## src/rtl/systolic_result_drain.sv

```systemverilog
// Result drain for the ternary systolic array: snapshots the accumulator
// matrix, requantizes each element (arithmetic shift + saturation) and
// streams it out row-major over a valid/ready interface.
module systolic_result_drain #(
  parameter int WIDTH          = 16,
  parameter int HIDDEN_SIZE    = 2,
  parameter int CONTEXT_LENGTH = 4,
  parameter int OUT_WIDTH      = 16,
  parameter int SHIFT          = 0,
  localparam int ACC_W = 2 * WIDTH,
  localparam int ROW_W = (HIDDEN_SIZE > 1) ? $clog2(HIDDEN_SIZE) : 1,
  localparam int COL_W = (CONTEXT_LENGTH > 1) ? $clog2(CONTEXT_LENGTH) : 1,
  localparam int CNT_W = $clog2(HIDDEN_SIZE * CONTEXT_LENGTH + 1)
) (
  input  logic                                                      clock,
  input  logic                                                      rst,
  input  logic signed [HIDDEN_SIZE-1:0][CONTEXT_LENGTH-1:0][ACC_W-1:0] y_in,
  input  logic                                                      y_valid,
  output logic                                                      y_ready,
  output logic                                                      m_valid,
  input  logic                                                      m_ready,
  output logic signed [OUT_WIDTH-1:0]                               m_data,
  output logic        [ROW_W-1:0]                                   m_row,
  output logic        [COL_W-1:0]                                   m_col,
  output logic                                                      m_last,
  output logic                                                      m_sat,
  output logic        [CNT_W-1:0]                                   sat_count
);

  typedef enum logic {IDLE = 1'b0, DRAIN = 1'b1} state_t;

  // Saturation bounds, sign-extended to the accumulator width.
  localparam logic signed [ACC_W-1:0] MAX_V = ACC_W'({(OUT_WIDTH-1){1'b1}});
  localparam logic signed [ACC_W-1:0] MIN_V = ~MAX_V;

  state_t                                           state, state_nxt;
  logic [HIDDEN_SIZE-1:0][CONTEXT_LENGTH-1:0][ACC_W-1:0] snap;
  logic [ROW_W-1:0]                                 row;
  logic [COL_W-1:0]                                 col;
  logic                                             at_row_end, at_col_end;
  logic                                             fire, capture;
  logic signed [ACC_W-1:0]                          elem;
  logic [OUT_WIDTH:0]                               rq;

  // Returns {saturated, requantized value}.
  function automatic logic [OUT_WIDTH:0] requant(input logic signed [ACC_W-1:0] x);
    logic signed [ACC_W-1:0] v;
    v = x >>> SHIFT;
    if (v > MAX_V)      requant = {1'b1, MAX_V[OUT_WIDTH-1:0]};
    else if (v < MIN_V) requant = {1'b1, MIN_V[OUT_WIDTH-1:0]};
    else                requant = {1'b0, v[OUT_WIDTH-1:0]};
  endfunction

  // Outputs depend only on registered state, never on m_ready/y_valid.
  assign elem       = $signed(snap[row][col]);
  assign rq         = requant(elem);
  assign m_data     = rq[OUT_WIDTH-1:0];
  assign m_sat      = rq[OUT_WIDTH];
  assign m_row      = row;
  assign m_col      = col;
  assign at_row_end = (row == ROW_W'(HIDDEN_SIZE - 1));
  assign at_col_end = (col == COL_W'(CONTEXT_LENGTH - 1));
  assign m_valid    = (state == DRAIN);
  assign m_last     = m_valid && at_row_end && at_col_end;
  // y_ready is held low while reset is asserted.
  assign y_ready    = (state == IDLE) && rst;
  assign fire       = m_valid && m_ready;
  assign capture    = y_valid && y_ready;

  // Next-state logic: capture starts a drain, the last transfer ends it.
  always_comb begin
    state_nxt = state;
    case (state)
      IDLE:    if (capture) state_nxt = DRAIN;
      DRAIN:   if (fire && m_last) state_nxt = IDLE;
      default: state_nxt = IDLE;
    endcase
  end

  // State register.
  always_ff @(posedge clock or negedge rst) begin
    if (!rst) state <= IDLE;
    else      state <= state_nxt;
  end

  // Snapshot of the accumulator matrix, taken on capture.
  always_ff @(posedge clock or negedge rst) begin
    if (!rst)         snap <= '0;
    else if (capture) snap <= y_in;
  end

  // Row-major element index and per-matrix saturation count.
  always_ff @(posedge clock or negedge rst) begin
    if (!rst) begin
      row       <= '0;
      col       <= '0;
      sat_count <= '0;
    end else if (capture) begin
      row       <= '0;
      col       <= '0;
      sat_count <= '0;
    end else if (fire) begin
      sat_count <= sat_count + CNT_W'(m_sat);
      if (m_last) begin
        row <= '0;
        col <= '0;
      end else if (at_col_end) begin
        col <= '0;
        row <= row + ROW_W'(1);
      end else begin
        col <= col + COL_W'(1);
      end
    end
  end

endmodule
```

## config.mk

```make
export PLATFORM = sky130hd
export DESIGN_NAME = systolic_result_drain
export DESIGN_NICKNAME = d
export VERILOG_FILES = /design/src/rtl/systolic_result_drain.sv
export SDC_FILE = /design/constraint.sdc
export NUM_CORES = 1
export LEC_CHECK = 0
export CAP_MARGIN = 20
export CORE_MARGIN = 3
export CORE_UTILIZATION = 50
export CTS_BUF_LIST = sky130_fd_sc_hd__clkbuf_4 sky130_fd_sc_hd__clkbuf_8 sky130_fd_sc_hd__clkbuf_16
export DETAILED_ROUTE_END_ITERATION = 7
export GPL_ROUTABILITY_DRIVEN = 0
export GPL_TIMING_DRIVEN = 0
export PLACE_DENSITY = 0.84
export SETUP_SLACK_MARGIN = 0.1
export SYNTH_ARGS = -nofsm -noshare
export SYNTH_HDL_FRONTEND = slang
export SYNTH_SLANG_ARGS = --single-unit
```

## constraint.sdc

```tcl
create_clock -name clock -period 3.2 [get_ports clock]
set_input_delay 0.32 -clock clock [delete_from_list [all_inputs] [get_ports clock]]
set_output_delay 0.32 -clock clock [all_outputs]
set_load 0.01 [all_outputs]
```

Yosys cells after proc, flatten, opt, wreduce, memory -nomap -nowiden
Index checks and enable logic that the tools add are counted.
Storage, ports and cells
  bits in registers: 264
  bits of input ports: 260
  output and inout port bits: 27
  logic and storage cells: 49
Operators by class
  add/subtract/negate cells: 3
  $lt $le $gt $ge: 4
  equality and inequality tests: 1
  muxes and demuxes: 19
  bitwise gates (word level): 1
  reductions and logical operators: 9
Operators by type and width (number)
  $mux 128: 2
  $bmux 32 s2: 1
  $mux 17: 2
  $gt 32x16->1 const B: 1
  $lt 32x16->1 const B: 1
  $mux 32: 1
  $mux 2: 4
  $mux 4: 2
  $logic_and 1x1->1: 6
  $mux 1: 6
  $add 4x1->4: 1
  $lt 2x3->1 const B: 1
  $reduce_bool 3->1: 1
  $add 2x1->2 const B: 1
  $eq 2x2->1 const B: 1
  $lt 1x2->1 const B: 1
  $pmux 1 s2: 1
  $reduce_and 2->1: 1
  $reduce_bool 2->1: 1
  $add 1x1->1 const B: 1
  $not 1->1: 1

Depth between registers and ports, before layout
Gate-level depths: netlist (run 1).
  word-level depth: 10
  gate-level depth with buffers: 15
  depth with buffers taken out: 11

Least setup slack after synthesis (run 1)
No wires, ideal clock.
  path type: flip-flop to flip-flop
  start point: register row (netlist: m_row)
  end point: register sat_count[2]
  library setup time: 0.133 ns
  arrival time: 2.847 ns
  data required time: 3.067 ns
  slack: 0.221 ns
  cell stages (with the launch flop): 13
  path buffers: 2
  clock period less this slack: 2.979 ns
  cells stage by stage: dfrtp_1 buf_6 mux4_2 a21oi_2 nand4_1 nor4_4 buf_6 o21bai_1 ha_1 ha_1 nand2_1 xor2_1 nor2_1
Between the ends
  cells in the longest elaborated chain, start to end: 10
  elaborated cells on any way between the ends: 11
  classes of those cells: add/sub (1); order compare (2); mux (8)
RTL lines
  from (decl): line 38  | logic [ROW_W-1:0] row;
  from (signal assigned): line 109  | row <= row + ROW_W'(1);
  $mux 128 (not written as such) * (2 in a row): line 55  | assign elem = $signed(snap[row][col]);
  $bmux 32 s2 *: line 55
  $mux 32 (not written as such) *: line 55
  $lt 32x16->1: line 50  | else if (v < MIN_V) requant = {1'b1, MIN_V[OUT_WIDTH-1:0]};
  $mux 17: line 50
  $mux 17 *: line 49  | if (v > MAX_V) requant = {1'b1, MAX_V[OUT_WIDTH-1:0]};
  named net m_sat: line 26  | output logic m_sat,
  $add 4x1->4 *: line 103  | sat_count <= sat_count + CNT_W'(m_sat);
  $mux 4 *: line 102  | end else if (fire) begin
  $mux 4 *: line 98  | end else if (capture) begin
  to (signal assigned): line 103
  to (decl): line 27  | output logic [CNT_W-1:0] sat_count
Mark *: on every way through the listed nets, which the timed path passes. The rest lies on a longest branch. The select of a mux whose other input is x is not followed.
A chain may end at the register's enable or synchronous reset.

Final worst setup path (run 1)
  start point: register row (netlist: m_row)
  end point: output m_data[11]
Between the ends
  cells in the longest elaborated chain, start to end: 7
  elaborated cells on any way between the ends: 8
  classes of those cells: order compare (2); mux (6)
RTL lines
  $mux 128 (not written as such) * (2 in a row): line 55
  $bmux 32 s2 *: line 55
  $mux 32 (not written as such) *: line 55
  $lt 32x16->1: line 50
  $mux 17: line 50
  $mux 17 *: line 49
  to (decl): line 22  | output logic signed [OUT_WIDTH-1:0] m_data,
Mark *: on every way between the ends. The rest lies on a longest branch, timed or not. The select of a mux whose other input is x is not followed.

==> flow_summary_export.csv, run 1 <==
group,metric,value,unit
run_status,status,"finished with violations",
run_status,violations,"negative hold slack, negative setup slack",
yosys,synth_edf_count,0,
placed_design,port-buffer-count,286,
timing,rsz0062_at_grt,"true",
clocking,clk_latency,0.54,ns
yosys,synthAdderAreaFrac,0.003138,
placed_design,placedCellCount,1366,
yosys,async_flop_share,1.000,
critical_path,max_stage_delay,0.55,ns
timing,slew_headroom,0.4027,
critical_path,startpoint,"m_row$_DFFE_PN0P_",
yosys,muxShareOfSynthArea,0.3707,
critical_path,cp_data_required_time,2.88,ns
critical_path,worstReg2RegEnd,"sat_count[2]$_DFFE_PN0P_",
drt,wl,35820,µm
drt,vias,8161,
drt,drtPass1Iterations,4,
timing,holdWs,-0.1283,ns
yosys,avgSynthCellArea,15.64,µm²
floorplan,start_util,0.5189,
grt,grt_max_degree,122,
layout,seqCellArea,6608,µm²
yosys,synth.top_cell.area_share,0.5523,
critical_path,cp_common_cell,"buf_12",
drt,vias_per_cell,5.663,
run,maxCapViolCount,0,
worst_hold_path,holdCritPathClass,"in -> async",
clocking,cts_made_buffers,28,
timing,max_freq,295.2,MHz
yosys,yosysSeqAreaShare,0.5523,
clocking,clk_path_buf_depth,3,
timing,finalClockSkew,0.007861,ns
critical_path,worstSetupPathType,"reg -> out",
yosys,synth.net_count,1028,
critical_path,r2r-start,"m_row$_DFFE_PN0P_",
clocking,clock-root-buffer,"clkbuf_16",
critical_path,rrSetupSlack,0.07,ns
critical_path,crit_slowest_cell,"mux4_2",
timing,slew_violations,0,
critical_path,crit_path_start_kind,"flip-flop",
floorplan,die_y,160.7,µm
layout,fillers,1477,
yosys,synth-xor-area-share,0.002197,
yosys,syn_inst,765,
drt,drtIter0Drc,564,
yosys,synth_top_family_by_area,"multiplexers",
clocking,cts_hold_buf,3,
layout,final_cells,1441,
yosys,yosysTopAreaCell,"dfrtp_1",
grt,antenna_found_initial,8,
critical_path,setup.worst_path.end,"m_data[11]",
placed_design,post-dp-hpwl,24880,µm
grt,grt_usage,0.2755,
yosys,synth_area_leaders,"dfrtp_1 55%, mux2_2 24%, mux4_2 9.0%",
drt,drc_errors,0,
clocking,clk_pin_slew,0.06,ns
yosys,synthFlopType,"dfrtp_1",
layout,finish.utilization,0.7343,
critical_path,cp_cell_sequence,"buf_12, buf_16, mux4_2, a21oi_2, nand4_1, nor4_4, buf_12, buf_12, o22ai_2, buf_2",
layout,drive_gt1_frac,0.4234,
placed_design,dp_slack,-0.5945,ns
timing,setup_viol,16,
power_and_ir_drop,finalPower,17170,µW
yosys,synth-seq-cells,264,
critical_path,path_depth,10,
yosys,synth_simple_gate_area_share,0.01548,
timing,layout_min_cycle_time,3.388,ns
yosys,synthTopCellsByCount,"264 x dfrtp_1, 256 x mux2_2, 48 x mux4_2",
clocking,h-tree-depth,1,
timing,worstMarginPinSlew,0.8959,ns
floorplan,dieArea,25810,µm²
yosys,synth_cell_types,33,
critical_path,critPathBufInv,5,
power_and_ir_drop,power_density,1015,nW/µm²
yosys,syn_area,11960,µm²
drt,ant_nets,0,
floorplan,fp.dieW,160.7,µm
clocking,cts_tree,"built",
grt,grt_pass1_vias,9194,
critical_path,endpoint_kind,"output port",
power_and_ir_drop,power.leakage,0.006890,µW
drt,post_drt_wl_per_cell,24.86,µm
critical_path,worstPathMaxFanout,7,
clocking,clock-sinks,264,
floorplan,fp-row-count,55,
floorplan,io_pins,287,
timing,final_hold_viol_count,235,
critical_path,cp.arrival,3.07,ns
critical_path,reg2reg_depth,14,
layout,syn_to_final_growth,41.52,%
layout,fin_nets,1364,
yosys,synth_compound_area_frac,0.03285,
yosys,synth_most_common_cell,"dfrtp_1",
floorplan,core,23050,µm²
critical_path,path_delay_family,"buffers and inverters",
layout,multiInputGateArea,5411,µm²
grt,grt_pass1_wl,54040,µm
power_and_ir_drop,peakVddDrop,0.5711,mV
yosys,yosys_warnings,0,
timing,timing.final.crit_share,1.059,
timing,timing.final.ws_setup,-0.1879,ns
grt,overflow,0,
## flip-flops by register name, indices dropped and copies added, names as in the netlist
signal / count
m_row: 1
sat_count: 4
snap: 256
m_col: 2
m_valid: 1
## per-layer routing
layer	vias up	share of wire	GRT usage
li1	3551	-	-
met1	4196	0.38	0.3372
met2	328	0.50	0.4723
met3	80	0.084	0.07661
met4	6	0.036	0.09467
met5	-	0.00092	0
## how the worst min path moves through the flow
stage	endpoint	slack, ns	depth (start not counted)
2_1_floorplan	m_col[0]$_DFFE_PN0P_	0.02	0
3_3_place_gp	snap[33]$_DFFE_PN0P_	0.48	1
3_5_place_dp	snap[247]$_DFFE_PN0P_	0.20	1
4_1_cts	snap[88]$_DFFE_PN0P_	-0.1	2
5_1_grt	snap[88]$_DFFE_PN0P_	-0.08	2
6_report	snap[88]$_DFFE_PN0P_	-0.13	2
## where the power goes
part           switching [µW]  internal (µW)
logic                    3410           4340
clock network            1320           2110
registers                 962           5020
## cell type report
class                   instances  area share
plain buffers                  54     0.02144
repair buffers                306      0.1856
clock inverters                 8    0.006800
clock buffers                  43     0.05167
well taps                     313     0.02314
diodes                          6   0.0008870
multi-input cells             445      0.3197
flip-flops and latches        264      0.3903
inverters                       2   0.0004435
## layout by cell type (no fill, tap or decap), drive strengths merged
master,netlist,routed
nand2b,1,1
diode,0,6
nand3,1,1
buf,22,58
clkdlybuf4s50,0,268
nor4,5,5
clkbuf,32,75
a41oi,1,1
o22ai,31,31
mux2,256,256
mux4,48,48
dlygate4sd3,0,1
xor2,3,3
and2,2,2
nor2,4,4
o21bai,1,1
and3,1,1
nand2,13,13
ha,3,3
bufinv,0,3
inv,2,2
dlygate4sd2,0,1
mux2i,47,47
nor2b,1,1
clkinv,0,5
nand4,5,5
a21o,1,1
a21oi,20,20
dfrtp,264,264
nor3,1,1
## stage by stage
step / TNS (ns) / hold slack (ns) / instance area, µm²
4_1_cts: -1.688 / -0.09539 / 16750
6_report: -2.455 / -0.1283 / 16930
3_5_place_dp: -34.62 / 0.1959 / 15280
3_3_place_gp: -4902.08 / 0.4837 / 15220
5_1_grt: -4.026 / -0.08403 / 16920
2_1_floorplan: 0 / 0.02441 / 11960
## kinds of logic after synthesis
kind of cell,count (synthesis)
multiplexers,351
buffers and inverters,56
AO/OA/AOI/OAI,54
AND/OR/NAND/NOR,34
XOR/XNOR,3
adder cells (fa/ha/maj),3
flip-flops,264
## timing repair
item | CTS | global route
gates resized for setup | 144 | 27
hold endpoints to repair | 29 | 235
setup endpoints to repair | 21 | 20
pin swaps | 16 | 3
cloned | 4 | 0
setup buffers | 8 | 3
(Power assumes the default switching activity.)
==> inputs of run 2 (changes only) <==
--- a/config.mk
+++ b/config.mk
@@ -14,6 +14,7 @@
 export GPL_TIMING_DRIVEN = 0
 export PLACE_DENSITY = 0.84
 export SETUP_SLACK_MARGIN = 0.1
+export SLEW_MARGIN = 20
 export SYNTH_ARGS = -nofsm -noshare
 export SYNTH_HDL_FRONTEND = slang
 export SYNTH_SLANG_ARGS = --single-unit
==> run 2 against run 1 <==
Effect of this change:
- the flow finishes with violations (negative setup slack)
- clock skew grew 0.0073 ns
- sequential power is essentially flat
- final cell count grew 0.56%
- combinational power is essentially flat
- critical path depth grew 4
- global-route usage shrank 0.25 points
- clock power shrank 2%
- routed wire length grew 0.99%
- non-clock buffer count grew 8
- first-iteration DRC count shrank 20%
- flip-flop and latch count is the same
- largest cell class unchanged
- largest power group unchanged
==> flow_summary_export.csv, run 2 (synthesis results as in run 1) <==
group,metric,value,unit
timing,holdWs,0.3865,ns
clocking,clock-sinks,264,
floorplan,start_util,0.5189,
clocking,clk_path_buf_depth,3,
layout,multiInputGateArea,5346,µm²
critical_path,cp_data_required_time,2.88,ns
critical_path,worstSetupPathType,"reg -> out",
grt,grt_pass1_vias,9117,
critical_path,endpoint_kind,"output port",
floorplan,fp-row-count,55,
clocking,h-tree-depth,1,
critical_path,crit_path_start_kind,"flip-flop",
timing,final_hold_viol_count,0,
power_and_ir_drop,power_density,1012,nW/µm²
layout,final_cell_mix,"268 x clkdlybuf4s50_1, 263 x dfrtp_1, 256 x mux2_2",
clocking,cts_made_buffers,28,
layout,syn_to_final_growth,41.14,%
drt,drtPass1Iterations,5,
critical_path,cp_cell_sequence,"buf_4, buf_12, buf_8, mux2i_4, o22ai_2, a21oi_2, nor4_2, a41oi_2, buf_6, buf_4, buf_6, buf_4, o22ai_2, buf_2",
clocking,clk_latency,0.54,ns
grt,overflow,0,
placed_design,port-buffer-count,286,
timing,max_freq,282.5,MHz
grt,antenna_found_initial,8,
drt,drc_errors,0,
layout,largest_reg_flops,256,
timing,setup_viol,150,
drt,vias_per_cell,5.656,
timing,timing.final.ws_setup,-0.3395,ns
critical_path,worstPathMaxFanout,10,
floorplan,dieArea,25810,µm²
layout,fin_nets,1372,
placed_design,post-dp-hpwl,25030,µm
clocking,clock-root-buffer,"clkbuf_16",
layout,drive_gt1_frac,0.4341,
placed_design,placedCellCount,1366,
drt,ant_nets,0,
floorplan,fp.dieW,160.7,µm
floorplan,die_y,160.7,µm
layout,top_register,"snap",
timing,slew_violations,0,
layout,final_cells,1449,
critical_path,cp.arrival,3.22,ns
timing,layout_min_cycle_time,3.539,ns
clocking,clk_pin_slew,0.06,ns
timing,rsz0062_at_grt,"true",
placed_design,dp_slack,-0.6133,ns
timing,setup_tns,-16.47,ns
drt,wl,36170,µm
floorplan,core,23050,µm²
timing,finalClockSkew,0.01518,ns
layout,fillers,1477,
grt,grt_pass1_wl,53560,µm
timing,worstMarginPinSlew,0.7726,ns
timing,timing.final.crit_share,1.106,
critical_path,max_stage_delay,0.47,ns
critical_path,crit_slowest_cell,"dfrtp_2",
layout,seqCellArea,6608,µm²
run,maxCapViolCount,0,
timing,slew_headroom,0.4849,
clocking,cts_tree,"built",
power_and_ir_drop,power.leakage,0.006954,µW
drt,drtIter0Drc,454,
grt,grt_max_degree,96,
critical_path,cp_common_cell,"buf_4",
worst_hold_path,holdCritPathClass,"in -> reg",
layout,final_common_cell,"clkdlybuf4s50_1",
drt,vias,8195,
grt,grt_usage,0.2730,
floorplan,io_pins,287,
run_status,violations,"negative setup slack",
power_and_ir_drop,peakVddDrop,0.6877,mV
run_status,status,"finished with violations",
drt,post_drt_wl_per_cell,24.96,µm
## run 2: cell count changes in the layout (fill, tap and decap cells not counted), moves of 3 or more
cell and change:
mux2i_2 -6, clkbuf_8 +4, o22ai_2 +3, mux2i_1 +6, clkbuf_1 -14, buf_12 -4, clkbuf_2 +15, buf_4 +9
## run 2: stage by stage
| step | util | total power, µW | instance area [µm²] |
|---|---|---|---|
| after floorplan | - | 10210 | 11960 |
| after global placement | 0.6600 | 12560 | 15220 |
| after detailed placement | 0.6626 | 12800 | 15280 |
| after CTS | 0.7236 | 16830 | 16680 |
| after global routing | 0.7320 | 17900 | 16870 |
| final | 0.7323 | 17090 | 16880 |
## run 2: final cells by class
class,instances,share of cell area
plain buffers,54,0.02194
inverters,2,0.0004447
well taps,313,0.02320
clock buffers,46,0.05462
clock inverters,6,0.003409
diodes,5,0.0007411
flip-flops and latches,264,0.3914
repair buffers,314,0.1876
multi-input cells,445,0.3167
## run 2: layer usage
| layer | GRT usage | up-vias | wire length [µm] | share of wire |
|---|---|---|---|---|
| li1 | - | 3558 | - | - |
| met4 | 0.07456 | 10 | 1034 | 0.029 |
| met3 | 0.07428 | 71 | 2697 | 0.075 |
| met1 | 0.3375 | 4229 | 14070 | 0.39 |
| met2 | 0.4748 | 327 | 18320 | 0.51 |
| met5 | 0 | - | 57 | 0.0016 |
## run 2: power breakdown
part,internal (µW),leakage (µW),switching (µW)
sequential,5020,0.00317,960
combinational,4340,0.00329,3410
clock,2040,0.000494,1310
## run 2: repair_timing
item                       CTS  global route
resized for setup          136            47
pin swaps                   11            10
hold endpoints to repair    93            93
gates cloned                 3             0
setup buffers               17             4
setup endpoints to repair   45           243
## run 2: path summary, 6_finish.rpt
| path | from | endpoint | slack (ns) | depth (start not counted) |
|---|---|---|---|---|
| max in group asynchronous | rst | snap[188]$_DFFE_PN0P_ | 2.02 | 3 |
| setup reg to reg | m_row$_DFFE_PN0P_ | sat_count[2]$_DFFE_PN0P_ | -0.08 | 16 |
| hold / removal | y_in[47] | snap[47]$_DFFE_PN0P_ | 0.39 | 2 |
| setup / recovery | m_row$_DFFE_PN0P_ | m_data[13] | -0.34 | 14 |
| min in group asynchronous | rst | snap[245]$_DFFE_PN0P_ | 0.75 | 3 |
| hold reg to reg | snap[235]$_DFFE_PN0P_ | snap[235]$_DFFE_PN0P_ | 0.50 | 1 |
## run 2: worst max-delay path: cells and delay by family (launching register included)
| kind | cells | cell delay [ns] |
|---|---|---|
| muxes | 1 | 0.19 |
| buffers and inverters | 8 | 1.16 |
| and+or+nand+nor | 1 | 0.33 |
| AOI/OAI and AO/OA | 4 | 0.51 |
| DFF | 1 | 0.47 |
==> inputs of run 3 (changes only) <==
--- a/config.mk
+++ b/config.mk
@@ -6,13 +6,15 @@
 export NUM_CORES = 1
 export LEC_CHECK = 0
 export CAP_MARGIN = 20
+export CELL_PAD_IN_SITES_DETAIL_PLACEMENT = 2
+export CELL_PAD_IN_SITES_GLOBAL_PLACEMENT = 2
 export CORE_MARGIN = 3
-export CORE_UTILIZATION = 50
+export CORE_UTILIZATION = 35
 export CTS_BUF_LIST = sky130_fd_sc_hd__clkbuf_4 sky130_fd_sc_hd__clkbuf_8 sky130_fd_sc_hd__clkbuf_16
 export DETAILED_ROUTE_END_ITERATION = 7
 export GPL_ROUTABILITY_DRIVEN = 0
 export GPL_TIMING_DRIVEN = 0
-export PLACE_DENSITY = 0.84
+export PLACE_DENSITY = 0.85
 export SETUP_SLACK_MARGIN = 0.1
 export SLEW_MARGIN = 20
 export SYNTH_ARGS = -nofsm -noshare
==> run 3 against run 2 <==
Effect of this change:
- critical path type unchanged
- largest power group unchanged
- final cell count grew 10%
- setup slack lost 0.019 ns
- largest cell class unchanged
- die area grew 41%
- the run still ends with negative setup slack left
- utilization shrank 21 points
- clock power grew 16%
- worst hold slack lost 0.022 ns
- clock-buffer cell count shrank 2
==> flow_summary_export.csv, run 3 (synthesis results as in run 1) <==
group,metric,value,unit
run_status,status,"finished with violations",
run_status,violations,"negative setup slack",
power_and_ir_drop,power_density,1083,nW/µm²
floorplan,fp.dieW,190.9,µm
power_and_ir_drop,peakVddDrop,0.6284,mV
placed_design,placedCellCount,1502,
drt,vias,8628,
clocking,cts_tree,"built",
floorplan,core,33620,µm²
drt,top_layer,"met5",
timing,rsz0062_at_grt,"true",
layout,final_cells,1601,
critical_path,crit_slowest_cell,"dfrtp_1",
critical_path,max_stage_delay,0.39,ns
grt,overflow,0,
drt,drtPass1Iterations,4,
grt,grt_max_degree,80,
grt,antenna_found_initial,11,
clocking,clock-root-buffer,"clkbuf_16",
timing,finalClockSkew,0.02899,ns
drt,drc_errors,0,
floorplan,fp-row-count,67,
grt,grt_usage,0.2765,
drt,m1WireLength,18900,µm
power_and_ir_drop,power.leakage,0.007128,µW
timing,slew_headroom,0.2796,
floorplan,start_util,0.3558,
layout,final_cell_mix,"268 x clkdlybuf4s50_1, 262 x dfrtp_1, 256 x mux2_2",
critical_path,cp_data_required_time,2.88,ns
drt,ant_nets,0,
timing,setup_tns,-5.646,ns
layout,fin_nets,1385,
critical_path,crit_path_start_kind,"flip-flop",
layout,drive_gt1_frac,0.4384,
drt,vias_per_cell,5.389,
timing,layout_min_cycle_time,3.559,ns
worst_hold_path,holdCritPathClass,"in -> reg",
critical_path,worstSetupPathType,"reg -> out",
drt,drtIter0Drc,367,
critical_path,cp_cell_sequence,"buf_4, nand2b_1, clkbuf_4, buf_6, o22ai_2, a21oi_4, nor4_4, a41oi_4, buf_8, buf_8, o22ai_4, buf_6",
floorplan,die_y,190.9,µm
clocking,clock-sinks,264,
critical_path,path_delay_family,"buffers and inverters",
timing,holdWs,0.3642,ns
timing,timing.final.crit_share,1.112,
floorplan,io_pins,287,
clocking,clk_pin_slew,0.06,ns
timing,timing.final.ws_setup,-0.3585,ns
clocking,clk_latency,0.57,ns
timing,slew_violations,0,
grt,grt_pass1_wl,73510,µm
critical_path,critPathBufInv,6,
drt,wl,50660,µm
timing,max_freq,281.0,MHz
layout,syn_to_final_growth,47.31,%
timing,final_hold_viol_count,0,
critical_path,cp.arrival,3.24,ns
clocking,clk_path_buf_depth,3,
drt,wl_met2,26470,µm
drt,met3_length,3587,µm
clocking,cts_made_buffers,31,
floorplan,dieArea,36430,µm²
layout,final_common_cell,"clkdlybuf4s50_1",
critical_path,worstPathMaxFanout,10,
placed_design,post-dp-hpwl,31700,µm
timing,setup_viol,19,
layout,largest_reg_flops,256,
placed_design,port-buffer-count,286,
layout,top_register,"snap",
critical_path,endpoint_kind,"output port",
grt,grt_pass1_vias,10380,
timing,worstMarginPinSlew,1.081,ns
run,maxCapViolCount,0,
clocking,h-tree-depth,1,
drt,post_drt_wl_per_cell,31.64,µm
## run 3: cell count changes in the layout (fill, tap and decap cells not counted), sizes merged
cell / change
clkbuf: -1
clkinv: +1
dlygate4sd3: +2
inv: +1
buf: +7
clkdlybuf4s15: -1
diode: +3
bufinv: +4
dlygate4sd2: +1
## run 3: cell type report
| cell class | count | area, µm² |
|---|---|---|
| fillers | 3006 | 16000 |
| clock inverters | 12 | 191.4 |
| flip-flops and latches | 264 | 6609 |
| diodes | 8 | 20.02 |
| inverters | 2 | 7.507 |
| multi-input cells | 445 | 5509 |
| well taps | 448 | 560.5 |
| clock buffers | 44 | 910.9 |
| repair buffers | 324 | 3446 |
| plain buffers | 54 | 366.6 |
## run 3: worst reg2reg max path, stage by stage, from the launching register on
cell      delay [ns]
dfrtp_2         0.50
buf_6           0.16
buf_16          0.13
mux4_2          0.55
a21oi_4         0.26
nand4_1         0.18
nor4_4          0.29
buf_6           0.20
buf_12          0.15
o21bai_4        0.09
buf_6           0.12
ha_4            0.16
ha_4            0.16
nand2_2         0.05
xor2_1          0.15
nor2_1          0.07
## run 3: power breakdown
group / switching, µW / internal [µW]
Clock: 1500 / 2370
Sequential: 1180 / 5030
Combinational: 4180 / 4820
## run 3: final timing paths
check | slack, ns | cells after the start | start | endpoint
worst max-delay path | -0.36 | 12 | m_col[0]$_DFFE_PN0P_ | m_data[13]
worst min-delay path | 0.36 | 2 | y_in[128] | snap[128]$_DFFE_PN0P_
worst max register to register | -0.16 | 15 | m_row$_DFFE_PN0P_ | sat_count[2]$_DFFE_PN0P_
worst min register to register | 0.50 | 1 | snap[234]$_DFFE_PN0P_ | snap[234]$_DFFE_PN0P_
max in group asynchronous | 1.36 | 5 | rst | snap[3]$_DFFE_PN0P_
min in group asynchronous | 0.49 | 4 | rst | snap[154]$_DFFE_PN0P_
## run 3: timing repair
action | CTS | global route
hold buffers | 7 | 0
resized for setup | 166 | 45
endpoints found under the hold margin | 38 | 0
pin swaps | 22 | 11
setup endpoints to repair | 21 | 52
cloned | 4 | 0
setup buffers | 22 | 2
## run 3: routing by layer
layer | GRT usage | up-vias
met5 | 0 | -
met4 | 0.08129 | 16
met1 | 0.3179 | 4591
met2 | 0.5004 | 322
li1 | - | 3595
met3 | 0.07831 | 104
## run 3: through the flow
step / setup slack, ns / cell area, µm² / utilization / total power, µW
2_1_floorplan: 0.2205 / 11960 / - / 10210
3_3_place_gp: -9.984 / 15380 / 0.4577 / 12640
3_5_place_dp: -0.8524 / 15470 / 0.4603 / 13090
4_1_cts: -0.3299 / 17410 / 0.5179 / 18400
5_1_grt: -0.4490 / 17600 / 0.5237 / 19950
6_report: -0.3585 / 17620 / 0.5242 / 19080
